File: config.mk
export PLATFORM = sky130hd
export DESIGN_NAME = ps2_rx_byte_framer
export DESIGN_NICKNAME = d
export VERILOG_FILES = /design/src/rtl/ps2_rx_byte_framer.sv
export SDC_FILE = /design/constraint.sdc
export NUM_CORES = 1
export LEC_CHECK = 0
export CELL_PAD_IN_SITES_DETAIL_PLACEMENT = 0
export CELL_PAD_IN_SITES_GLOBAL_PLACEMENT = 1
export CORE_ASPECT_RATIO = 1.4
export CORE_MARGIN = 2
export CORE_UTILIZATION = 50
export DETAILED_ROUTE_END_ITERATION = 7
export PLACE_DENSITY = 0.81
export SETUP_SLACK_MARGIN = 0.4
export SKIP_LAST_GASP = 1
export SLEW_MARGIN = 30
export SYNTH_ARGS = -nofsm -noshare
export SYNTH_HDL_FRONTEND = slang
export SYNTH_SLANG_ARGS = --single-unit
File: constraint.sdc
create_clock -name i_driver_clk -period 3.8 [get_ports i_driver_clk]
set_input_delay 0.76 -clock i_driver_clk [delete_from_list [all_inputs] [get_ports i_driver_clk]]
set_output_delay 0.76 -clock i_driver_clk [all_outputs]
set_load 0.02 [all_outputs]
File: src/rtl/ps2_rx_byte_framer.sv
// PS/2 device-to-host byte receiver.
// Synchronizes the raw PS/2 lines and debounces the PS/2 clock. It deframes
// start/8 data/odd parity/stop frames and reports each byte with a one-cycle
// strobe. Bad frames are reported with their own one-cycle error strobes.
module ps2_rx_byte_framer #(
   parameter int SYNC_STAGES    = 2,
   parameter int FILTER_LEN     = 8,
   parameter int TIMEOUT_CYCLES = 10000
) (
   input  logic       i_driver_clk,
   input  logic       rst_n,
   input  logic       io_clk_mouse,
   input  logic       io_data_mouse,
   output logic [7:0] o_byte,
   output logic       o_is_byte_readed,
   output logic       o_parity_err,
   output logic       o_frame_err,
   output logic       o_busy
);

   localparam int FW = $clog2(FILTER_LEN + 1);
   localparam int TW = $clog2(TIMEOUT_CYCLES);
   localparam logic [FW-1:0] FILT_LAST = FW'(FILTER_LEN - 1);
   // The counter holds TIMEOUT_CYCLES-2 on the cycle it steps to TIMEOUT_CYCLES-1.
   // The abort is taken on that step, so the error strobe lands exactly
   // TIMEOUT_CYCLES-1 cycles after the edge that took the last fall event.
   localparam logic [TW-1:0] TMO_LAST  = TW'(TIMEOUT_CYCLES - 2);

   typedef enum logic [1:0] {
      ST_IDLE   = 2'd0,
      ST_DATA   = 2'd1,
      ST_PARITY = 2'd2,
      ST_STOP   = 2'd3
   } state_t;

   // Odd parity over data plus parity bit holds when the XOR of all nine bits is 1.
   function automatic logic odd_parity_ok(input logic [7:0] data, input logic par);
      return (^data) ^ par;
   endfunction

   logic [SYNC_STAGES-1:0] clk_sync_q, clk_sync_d;
   logic [SYNC_STAGES-1:0] dat_sync_q, dat_sync_d;
   logic                   filt_clk_q, filt_clk_d;
   logic [FW-1:0]          filt_cnt_q, filt_cnt_d;
   logic [TW-1:0]          tmo_cnt_q, tmo_cnt_d;
   state_t                 state_q, state_d;
   logic [2:0]             bit_cnt_q, bit_cnt_d;
   logic [7:0]             shift_q, shift_d;
   logic                   parity_q, parity_d;
   logic [7:0]             byte_q, byte_d;
   logic                   byte_stb_q, byte_stb_d;
   logic                   par_err_q, par_err_d;
   logic                   frm_err_q, frm_err_d;
   logic                   busy_q, busy_d;
   logic                   clk_s, data_s, fall_evt_s, tmo_hit_s;

   assign clk_s  = clk_sync_q[SYNC_STAGES-1];
   assign data_s = dat_sync_q[SYNC_STAGES-1];

   // Synchronizer shift and PS/2 clock glitch filter; fall event is the filtered 1->0 step.
   always_comb begin
      clk_sync_d = {clk_sync_q[SYNC_STAGES-2:0], io_clk_mouse};
      dat_sync_d = {dat_sync_q[SYNC_STAGES-2:0], io_data_mouse};
      filt_clk_d = filt_clk_q;
      filt_cnt_d = {FW{1'b0}};
      if (clk_s != filt_clk_q) begin
         if (filt_cnt_q == FILT_LAST) begin
            filt_clk_d = clk_s;
            filt_cnt_d = {FW{1'b0}};
         end else begin
            filt_cnt_d = filt_cnt_q + FW'(1);
         end
      end else begin
         filt_cnt_d = {FW{1'b0}};
      end
      fall_evt_s = filt_clk_q & ~filt_clk_d;
   end

   // Inactivity timer: runs only inside a frame and restarts on every fall event.
   always_comb begin
      tmo_hit_s = (state_q != ST_IDLE) && (tmo_cnt_q == TMO_LAST);
      if (fall_evt_s || (state_q == ST_IDLE) || tmo_hit_s) begin
         tmo_cnt_d = {TW{1'b0}};
      end else begin
         tmo_cnt_d = tmo_cnt_q + TW'(1);
      end
   end

   // Frame FSM: advances on fall events; a timeout aborts unless a fall event coincides.
   always_comb begin
      state_d    = state_q;
      bit_cnt_d  = bit_cnt_q;
      shift_d    = shift_q;
      parity_d   = parity_q;
      byte_d     = byte_q;
      byte_stb_d = 1'b0;
      par_err_d  = 1'b0;
      frm_err_d  = 1'b0;
      if (fall_evt_s) begin
         case (state_q)
            ST_IDLE: begin
               if (!data_s) begin
                  state_d   = ST_DATA;
                  bit_cnt_d = 3'd0;
                  shift_d   = 8'h00;
               end else begin
                  state_d = ST_IDLE;
               end
            end
            ST_DATA: begin
               shift_d = {data_s, shift_q[7:1]};
               if (bit_cnt_q == 3'd7) begin
                  state_d   = ST_PARITY;
                  bit_cnt_d = 3'd0;
               end else begin
                  bit_cnt_d = bit_cnt_q + 3'd1;
               end
            end
            ST_PARITY: begin
               parity_d = data_s;
               state_d  = ST_STOP;
            end
            ST_STOP: begin
               if (!data_s) begin
                  frm_err_d = 1'b1;
               end else if (odd_parity_ok(shift_q, parity_q)) begin
                  byte_d     = shift_q;
                  byte_stb_d = 1'b1;
               end else begin
                  par_err_d = 1'b1;
               end
               state_d = ST_IDLE;
            end
            default: begin
               state_d = ST_IDLE;
            end
         endcase
      end else if (tmo_hit_s) begin
         frm_err_d = 1'b1;
         state_d   = ST_IDLE;
         bit_cnt_d = 3'd0;
         shift_d   = 8'h00;
      end else begin
         state_d = state_q;
      end
      busy_d = (state_d != ST_IDLE);
   end

   // State and output registers; lines idle high so synchronizers and filter reset to 1.
   always_ff @(posedge i_driver_clk or negedge rst_n) begin
      if (!rst_n) begin
         clk_sync_q <= {SYNC_STAGES{1'b1}};
         dat_sync_q <= {SYNC_STAGES{1'b1}};
         filt_clk_q <= 1'b1;
         filt_cnt_q <= {FW{1'b0}};
         tmo_cnt_q  <= {TW{1'b0}};
         state_q    <= ST_IDLE;
         bit_cnt_q  <= 3'd0;
         shift_q    <= 8'h00;
         parity_q   <= 1'b0;
         byte_q     <= 8'h00;
         byte_stb_q <= 1'b0;
         par_err_q  <= 1'b0;
         frm_err_q  <= 1'b0;
         busy_q     <= 1'b0;
      end else begin
         clk_sync_q <= clk_sync_d;
         dat_sync_q <= dat_sync_d;
         filt_clk_q <= filt_clk_d;
         filt_cnt_q <= filt_cnt_d;
         tmo_cnt_q  <= tmo_cnt_d;
         state_q    <= state_d;
         bit_cnt_q  <= bit_cnt_d;
         shift_q    <= shift_d;
         parity_q   <= parity_d;
         byte_q     <= byte_d;
         byte_stb_q <= byte_stb_d;
         par_err_q  <= par_err_d;
         frm_err_q  <= frm_err_d;
         busy_q     <= busy_d;
      end
   end

   assign o_byte           = byte_q;
   assign o_is_byte_readed = byte_stb_q;
   assign o_parity_err     = par_err_q;
   assign o_frame_err      = frm_err_q;
   assign o_busy           = busy_q;

endmodule
==> results of run 1 <==
## cell usage after synthesis, drive strengths merged (2+ instances only)
library cell   n
nor2b          2
a22o          11
o21ai          7
nand3b         2
nor3           5
mux2           9
and2           2
nand3          8
a21oi          5
ha             5
buf            2
nand2         11
xor2          11
or3            2
dfstp          5
clkbuf         2
nand2b         2
nand4          2
and4           2
and3           5
inv            2
dfrtp         44
nor2          23
xnor2          7
## worst max-delay path, delay by kind of cell, from the launching register on
family / cells / cell delay (ps)
simple gates: 4 / 1100
flops: 1 / 400
mux: 1 / 400
fa+ha+maj: 1 / 230
## cells by family (layout without fill, tap and decap cells)
group / Yosys count / after routing / synth area share [%]
AOI/OAI and AO/OA: 25 / 25 / 8.16
xor gates and xnor gates: 19 / 19 / 8.39
adders and majority gates: 5 / 5 / 2.91
buffers and inverters: 6 / 25 / 1.22
DFF: 49 / 49 / 57.4
muxes: 9 / 9 / 4.72
and+or+nand+nor: 69 / 69 / 17.2
## through the flow
step	utilization [%]	cell area, sq um	setup slack [ps]
2_1_floorplan	-	2150	1820
3_3_place_gp	55.9	2330	1690
3_5_place_dp	55.9	2330	1580
4_1_cts	59.2	2470	1540
5_1_grt	59.2	2470	1370
6_report	59.2	2470	1560
## registers in the layout, summed over array words and instances, names as in the netlist
register and count:
o_parity_err 1, shift_q 8, dat_sync_q 2, o_byte 8, clk_sync_q 2, filt_cnt_q 4
parity_q 1, o_is_byte_readed 1, bit_cnt_q 3, o_busy 1, state_q 2, o_frame_err 1
filt_clk_q 1, tmo_cnt_q 14
## metal layers
metal  wire [um]  share of wire (%)
met5           0                  0
met4          64                1.7
met3          59                1.6
met2        2100                 56
met1        1550                 41
## report_power, final
| group | switching (mW) | internal [mW] | total [mW] | leakage (nW) |
|---|---|---|---|---|
| Combinational | 0.0337 | 0.0260 | 0.0597 | 0.419 |
| Sequential | 0.0189 | 0.546 | 0.565 | 0.665 |
| Clock | 0.163 | 0.261 | 0.425 | 0.0681 |
## final timing paths
kind,endpoint,slack (ps),depth (start not counted)
worst max-delay path,o_byte[4],1560,6
worst min-delay path,dat_sync_q[1],360,0
worst max register to register,o_byte[4],1560,6
worst min register to register,dat_sync_q[1],360,0
max in group asynchronous,filt_cnt_q[2],2940,1
min in group asynchronous,o_is_byte_readed,460,1
## cell type report
cell class,instances,area [sq um]
Timing Repair Buffer,15,148
Multi-Input combinational cell,127,888
Fill cell,353,1700
Tap cell,45,56.3
Sequential cell,49,1230
Clock buffer,5,68.8
Clock inverter,3,65.1
Inverter,2,7.51
==> impl_metrics.ini, run 1 <==
[sta]
relSlewSlack_pct = 61.2
min_period_ps = 2240
fin_tns_setup_ps = 0
finClkSkew_ps = 7.47
worstMarginPinSlew_ps = 583
fmax_mhz = 447
whs_ps = 359
rsz0062_at_grt = false
slew_violations = 0
setup_viol = 0
hold_viol_final = 0
finalCritPeriodShare_pct = 58.9

[routing]
drt_pass1_iterations = 4
vias = 1373
drtIter0Drc = 43
drc = 0
routed_via_density = 5.58
post_drt_wl_per_cell_um = 15.3
wl_um = 3770
ant_nets = 0

[global_routing]
overflow = 0
met1_usage_pct = 20.8
antenna_found_initial = 0
busiest_layer = met2
grtUsageMet2_pct = 34.4
grt_start_max_net_pins = 50
grt_pass1_wl_um = 6700
grt_pass1_vias = 1431
track_usage_pct = 18.6
grt.met3_usage_pct = 2.83

[floorplan]
io_pins = 16
core_sq_mm = 0.00417
fp.dieH_um = 81.5
start_util_pct = 51.5
row_count = 28
die-width_um = 59.4
dieArea_sq_mm = 0.00484

[clock_tree]
clock-sinks = 49
clockBufferDepth = 2
cts_setup_buffers = 0
cts_made_buffers = 5
clk_latency_ps = 300
cts_resized = 0
cts_tree = built
root_buffer = clkbuf_8
path_clk_slew_ps = 90
cts_hold_buffers = 0
cts_max_level = 2

[logic_synthesis]
netlist.area_leader.share_pct = 51.3
avgSynthCellArea_sq_um = 11.8
syn_inst = 182
yosysWarnings = 0
synth.area.top_cells = dfrtp_1 (51%), dfstp_2 (6.1%), mux2_2 (4.7%)
syn_nets = 191
synthArstFlopShare_pct = 100
yosys.area.top_type = dfrtp_1
synth-edff-count = 0
synth.yosys.seq_area_share_pct = 57.4
ys.flop_type = dfrtp_1
synth_area_sq_mm = 0.00215
synth_cell_types = 34
yosys_register_bits = 49

[critical_path]
worstReg2RegStart = filt_cnt_q[0]
required_ps = 3980
startpoint = filt_cnt_q[0]
crit_slowest_cell = nor3_4
critPathKind = register to register
startpoint_type = register
crit_chain = ha_1 -> nand3b_1 -> nor3b_4 -> nand3_2 -> nor3_4 -> mux2_2
crit_fanout = 9
slowest_delay_ps = 430
end_kind = register
critical_path_arrival_ps = 2420

[pwr]
power.density_mw_per_mm2 = 425
power_mw = 1.05
ir_worst_vdd_mv = 0.211
p_leak_nw = 1.15

[finish]
area_growth_pct = 14.9
drive_gt1_share_pct = 13.4
finalNetCount = 209
instances_no_fill = 246
antenna_cells = 0
final_common_cell = dfrtp_1
final_cell_mix = dfrtp_1 (44), nor2_1 (23), clkdlybuf4s50_1 (14)

[place]
numPortBuffers = 15
placedCellCount = 238
hpwl_um = 2710
place_congestion = 0.729

[worst_hold_path]
hold_path_class = register to register
hold_start = dat_sync_q[0]

[outcome]
status = complete, no violations

[job]
maxCapViolations = 0
Note: power is estimated with default switching activity, not from simulation.
==> inputs of run 2 (changes only) <==
--- a/config.mk
+++ b/config.mk
@@ -9,9 +9,9 @@
 export CELL_PAD_IN_SITES_GLOBAL_PLACEMENT = 1
 export CORE_ASPECT_RATIO = 1.4
 export CORE_MARGIN = 2
-export CORE_UTILIZATION = 50
+export CORE_UTILIZATION = 46
 export DETAILED_ROUTE_END_ITERATION = 7
-export PLACE_DENSITY = 0.81
+export PLACE_DENSITY = 0.75
 export SETUP_SLACK_MARGIN = 0.4
 export SKIP_LAST_GASP = 1
 export SLEW_MARGIN = 30
==> constraint.sdc (replaced) <==
create_clock -name i_driver_clk -period 2.2 [get_ports i_driver_clk]
set_input_delay 0.44 -clock i_driver_clk [delete_from_list [all_inputs] [get_ports i_driver_clk]]
set_output_delay 0.44 -clock i_driver_clk [all_outputs]
set_load 0.02 [all_outputs]
==> run 2 against run 1 <==
Compared with the run above:
- worst hold slack worse by 140 ps
- via count up 8.5%
- largest power group unchanged
- sequential share of layout area decreased by 4.0 points
- combinational power increased by 93%
==> impl_metrics.ini, run 2 (same netlist as run 1, synthesis figures left out) <==
[critical_path]
critPathKind = register to register
reg2regPathDepth = 6
startpoint_type = register
critical_path_arrival_ps = 2160
startpoint = shift_q[4]
worstReg2RegStart = shift_q[4]
crit_fanout = 9
required_ps = 2390
reg2reg_slack_ps = 230
end_kind = register
worstReg2RegEnd = o_byte[1]

[routing]
routed_via_density = 5.38
ant_nets = 0
drc = 0
wl_um = 4010
drt_pass1_iterations = 4
vias = 1490
post_drt_wl_per_cell_um = 14.5
drtIter0Drc = 27

[floorplan]
io_pins = 16
die-width_um = 61.7
row_count = 29
fp.dieH_um = 84.8
core_sq_mm = 0.00450
dieArea_sq_mm = 0.00524
start_util_pct = 47.7

[sta]
finalCritPeriodShare_pct = 89.5
fin_tns_setup_ps = 0
fin_ws_ps = 232
min_period_ps = 1970
finClkSkew_ps = 12.6
worstMarginPinSlew_ps = 601
rsz0062_at_grt = true
relSlewSlack_pct = 60.0
slew_violations = 0
fmax_mhz = 508
setup_viol = 0
hold_viol_final = 0

[global_routing]
grt_pass1_wl_um = 6730
grt_start_max_net_pins = 50
antenna_found_initial = 0
overflow = 0
grt_pass1_vias = 1548
track_usage_pct = 17.0

[finish]
largest-register = tmo_cnt_q
antenna_cells = 0
final_cell_mix = dfrtp_1 (42), nor2_1 (22), clkdlybuf4s50_1 (14)
post-route-util_pct = 59.6
area_growth_pct = 25.0
final_common_cell = dfrtp_1
largest_reg_flops = 14
finalNetCount = 223
drive_gt1_share_pct = 24.2
finalInstanceArea_sq_mm = 0.00268

[place]
numPortBuffers = 15
place_congestion = 0.739
placed_area_sq_mm = 0.00238
dp_slack_ps = 92.3
hpwl_um = 2740

[clock_tree]
cts_hold_buffers = 0
clock-sinks = 49
cts_max_level = 2
root_buffer = clkbuf_8
cts_tree = built
clk_latency_ps = 300
path_clk_slew_ps = 90
clockBufferDepth = 2
cts_made_buffers = 5

[pwr]
power_mw = 1.76
p_seq_share_pct = 55.8
power.density_mw_per_mm2 = 656
p_sw_mw = 0.390
sw_frac_of_total_pct = 22.1
clkPwrFrac_pct = 37.6
p_leak_nw = 1.24
p_int_mw = 1.37
ir_worst_vdd_mv = 0.514
combPwrFrac_pct = 6.5

[job]
maxCapViolations = 0

[outcome]
status = complete, no violations

[worst_hold_path]
hold_path_class = primary input to async pin
run 2: cell type report:
class | count | area, sq um
flip-flops and latches | 49 | 1230
multi-input cells | 127 | 947
well taps | 62 | 77.6
clock buffers | 6 | 82.6
clock inverters | 2 | 37.5
inverters | 2 | 7.51
repair buffers | 29 | 297
fillers | 406 | 1820
run 2: worst max-delay path, cell delays in order, from the launching register on:
cell and delay, ps:
dfrtp_1 400, xor2_1 180, xnor3_1 460, xnor2_2 180, nor3_4 150, buf_12 150
mux2_2 330
run 2: worst max-delay path by stage:
stage / endpoint / depth (start not counted)
finish: o_byte[1] / 6
global route: o_byte[3] / 6
CTS: o_byte[5] / 7
detailed placement: o_byte[5] / 6
global placement: o_byte[7] / 6
floorplan: o_byte[0] / 6
run 2: what timing repair did:
item	4_1_cts	5_1_grt
gates cloned	0	1
resized for setup	5	13
pin swaps	3	5
setup endpoints to repair	33	28
buffers inserted	4	6
run 2: routing by layer:
metal,up-vias,global-route usage (%),wire length (um)
met5,-,0,0
met4,0,6.00,56
met3,5,3.20,85
met2,19,31.9,2350
met1,765,17.8,1520
li1,701,-,-
run 2: power by group through the flow:
stage,combinational [mW],sequential (mW),clock [mW]
after floorplan,0.0668,0.986,0
after global placement,0.0972,0.990,0
after global routing,0.131,0.988,0.722
after CTS,0.111,0.982,0.678
after detailed placement,0.104,0.993,0
final,0.115,0.983,0.662
run 2: per-stage QoR:
step | instances | hold slack (ps)
finish | 277 | 220
global placement | 258 | 346
global route | 277 | 261
floorplan | 182 | 144
detailed placement | 258 | 351
CTS | 270 | 248
==> inputs of run 3 (changes only) <==
--- a/config.mk
+++ b/config.mk
@@ -5,13 +5,14 @@
 export SDC_FILE = /design/constraint.sdc
 export NUM_CORES = 1
 export LEC_CHECK = 0
+export ABC_AREA = 0
 export CELL_PAD_IN_SITES_DETAIL_PLACEMENT = 0
 export CELL_PAD_IN_SITES_GLOBAL_PLACEMENT = 1
 export CORE_ASPECT_RATIO = 1.4
 export CORE_MARGIN = 2
-export CORE_UTILIZATION = 46
+export CORE_UTILIZATION = 50
 export DETAILED_ROUTE_END_ITERATION = 7
-export PLACE_DENSITY = 0.75
+export PLACE_DENSITY = 0.81
 export SETUP_SLACK_MARGIN = 0.4
 export SKIP_LAST_GASP = 1
 export SLEW_MARGIN = 30
==> constraint.sdc (replaced) <==
create_clock -name i_driver_clk -period 2.4 [get_ports i_driver_clk]
set_input_delay 0.48 -clock i_driver_clk [delete_from_list [all_inputs] [get_ports i_driver_clk]]
set_output_delay 0.48 -clock i_driver_clk [all_outputs]
set_load 0.02 [all_outputs]
==> run 3 against run 2 <==
Compared with the run above:
- maximum frequency is 0.43% lower
- combinational power hardly changed
- die area is 7.6% lower
- via count is 4.9% lower
- non-clock buffer count is 5 lower
- worst setup slack better by 190 ps
- critical path depth stayed put
- register-to-register slack better by 190 ps
- clock skew is 2.3 ps lower
- flip-flop and latch count stayed put
- sequential power is 8.5% lower
==> impl_metrics.ini, run 3 (same netlist as run 1, synthesis figures left out) <==
[sta]
worstMarginPinSlew_ps = 513
min_period_ps = 1980
relSlewSlack_pct = 65.8
rsz0062_at_grt = true
setup_viol = 0
finClkSkew_ps = 10.3
fmax_mhz = 506
finalCritPeriodShare_pct = 82.4
fin_tns_setup_ps = 0
hold_viol_final = 0
slew_violations = 0

[routing]
vias = 1417
drt_pass1_iterations = 4
ant_nets = 0
post_drt_wl_per_cell_um = 15.4
drc = 0
routed_via_density = 5.56
drtIter0Drc = 42
wl_um = 3920

[clock_tree]
cts_tree = built
path_clk_slew_ps = 90
clockBufferDepth = 2
cts_made_buffers = 5
clock-sinks = 49
clk_latency_ps = 310
root_buffer = clkbuf_8
cts_max_level = 2
cts_hold_buffers = 0

[floorplan]
core_sq_mm = 0.00417
die-width_um = 59.4
fp.dieH_um = 81.5
io_pins = 16
dieArea_sq_mm = 0.00484
row_count = 28
start_util_pct = 51.5

[finish]
nFillCells = 349
finalNetCount = 218
largest-register = tmo_cnt_q
final_cell_mix = dfrtp_1 (44), nor2_1 (23), clkdlybuf4s50_1 (14)
largest_reg_flops = 14
finalInstanceArea_sq_mm = 0.00252
area_growth_pct = 17.5
antenna_cells = 0
final_common_cell = dfrtp_1
post-route-util_pct = 60.5
drive_gt1_share_pct = 19.0

[critical_path]
critPathKind = register to register
crit_fanout = 9
startpoint_type = register
slowest_delay_ps = 450
reg2regPathDepth = 6
end_kind = register
critical_path_arrival_ps = 2180
required_ps = 2600
crit_slowest_cell = xnor3_1
crit_chain = xor2_1 -> xnor3_1 -> xnor2_2 -> nor3_4 -> buf_12 -> mux2_2

[worst_hold_path]
hold_path_class = primary input to async pin

[pwr]
p_leak_nw = 1.18
power.density_mw_per_mm2 = 590
power_mw = 1.49
ir_worst_vdd_mv = 0.445

[outcome]
status = complete, no violations

[global_routing]
grt_start_max_net_pins = 31
overflow = 0
grt_pass1_wl_um = 6550
grt_pass1_vias = 1447
antenna_found_initial = 0
track_usage_pct = 18.5

[place]
hpwl_um = 2840
place_congestion = 0.726
numPortBuffers = 15
placed_area_sq_mm = 0.00234

[job]
maxCapViolations = 0
[run 3: cell types whose count changed in the layout (fill, tap and decap cells not counted), sizes merged]
cell,delta
clkinv,+2
clkbuf,-2
buf,-4
bufinv,-1
[run 3: power by group]
part	switching (mW)	total [mW]	internal (mW)
Sequential	0.0346	0.899	0.865
Clock	0.274	0.475	0.201
Combinational	0.0556	0.113	0.0574
Total	0.364	1.49	1.12
[run 3: path summary, 6_finish.rpt]
path | startpoint | to | slack [ps]
setup reg to reg | shift_q[4] | o_byte[5] | 420
hold reg to reg | clk_sync_q[0] | clk_sync_q[1] | 360
min in group i_driver_clk | clk_sync_q[0] | clk_sync_q[1] | 360
hold / removal | rst_n | shift_q[6] | 100
max in group asynchronous | rst_n | clk_sync_q[0] | 1520
setup / recovery | shift_q[4] | o_byte[5] | 420
[run 3: cell type report]
class / instances / area (sq um) / area share [%]
repair buffers: 24 / 225 / 8.93
inverters: 2 / 7.51 / 0.298
well taps: 45 / 56.3 / 2.23
clock inverters: 3 / 17.5 / 0.694
flip-flops and latches: 49 / 1230 / 48.9
clock buffers: 5 / 68.8 / 2.73
multi-input cells: 127 / 915 / 36.3
[run 3: critical path, delay by kind of cell, from the launching register on]
| family | cells | cell delay (ps) |
|---|---|---|
| XOR/XNOR | 3 | 810 |
| flip-flops | 1 | 410 |
| multiplexers | 1 | 330 |
| AND/OR/NAND/NOR | 1 | 160 |
| buffers and inverters | 1 | 150 |
[run 3: layer usage]
layer  track usage (%)  share of wire [%]
met2              34.2                 56
met1              19.2                 39
met5                 0                  0
met4              7.50                1.7
met3              5.20                3.1
[run 3: through the flow]
| stage | cells | hold WS (ps) | setup slack, ps |
|---|---|---|---|
| after global placement | 239 | 347 | 287 |
| final | 255 | 103 | 423 |
| after floorplan | 182 | 184 | 424 |
| after detailed placement | 239 | 350 | 182 |
| after CTS | 249 | 112 | 400 |
| after global routing | 255 | 110 | 330 |
[run 3: repair_timing]
action / CTS / global route
buffers inserted: 2 / 6
pin swaps: 2 / 5
setup endpoints to repair: 19 / 32
resized for setup: 2 / 3
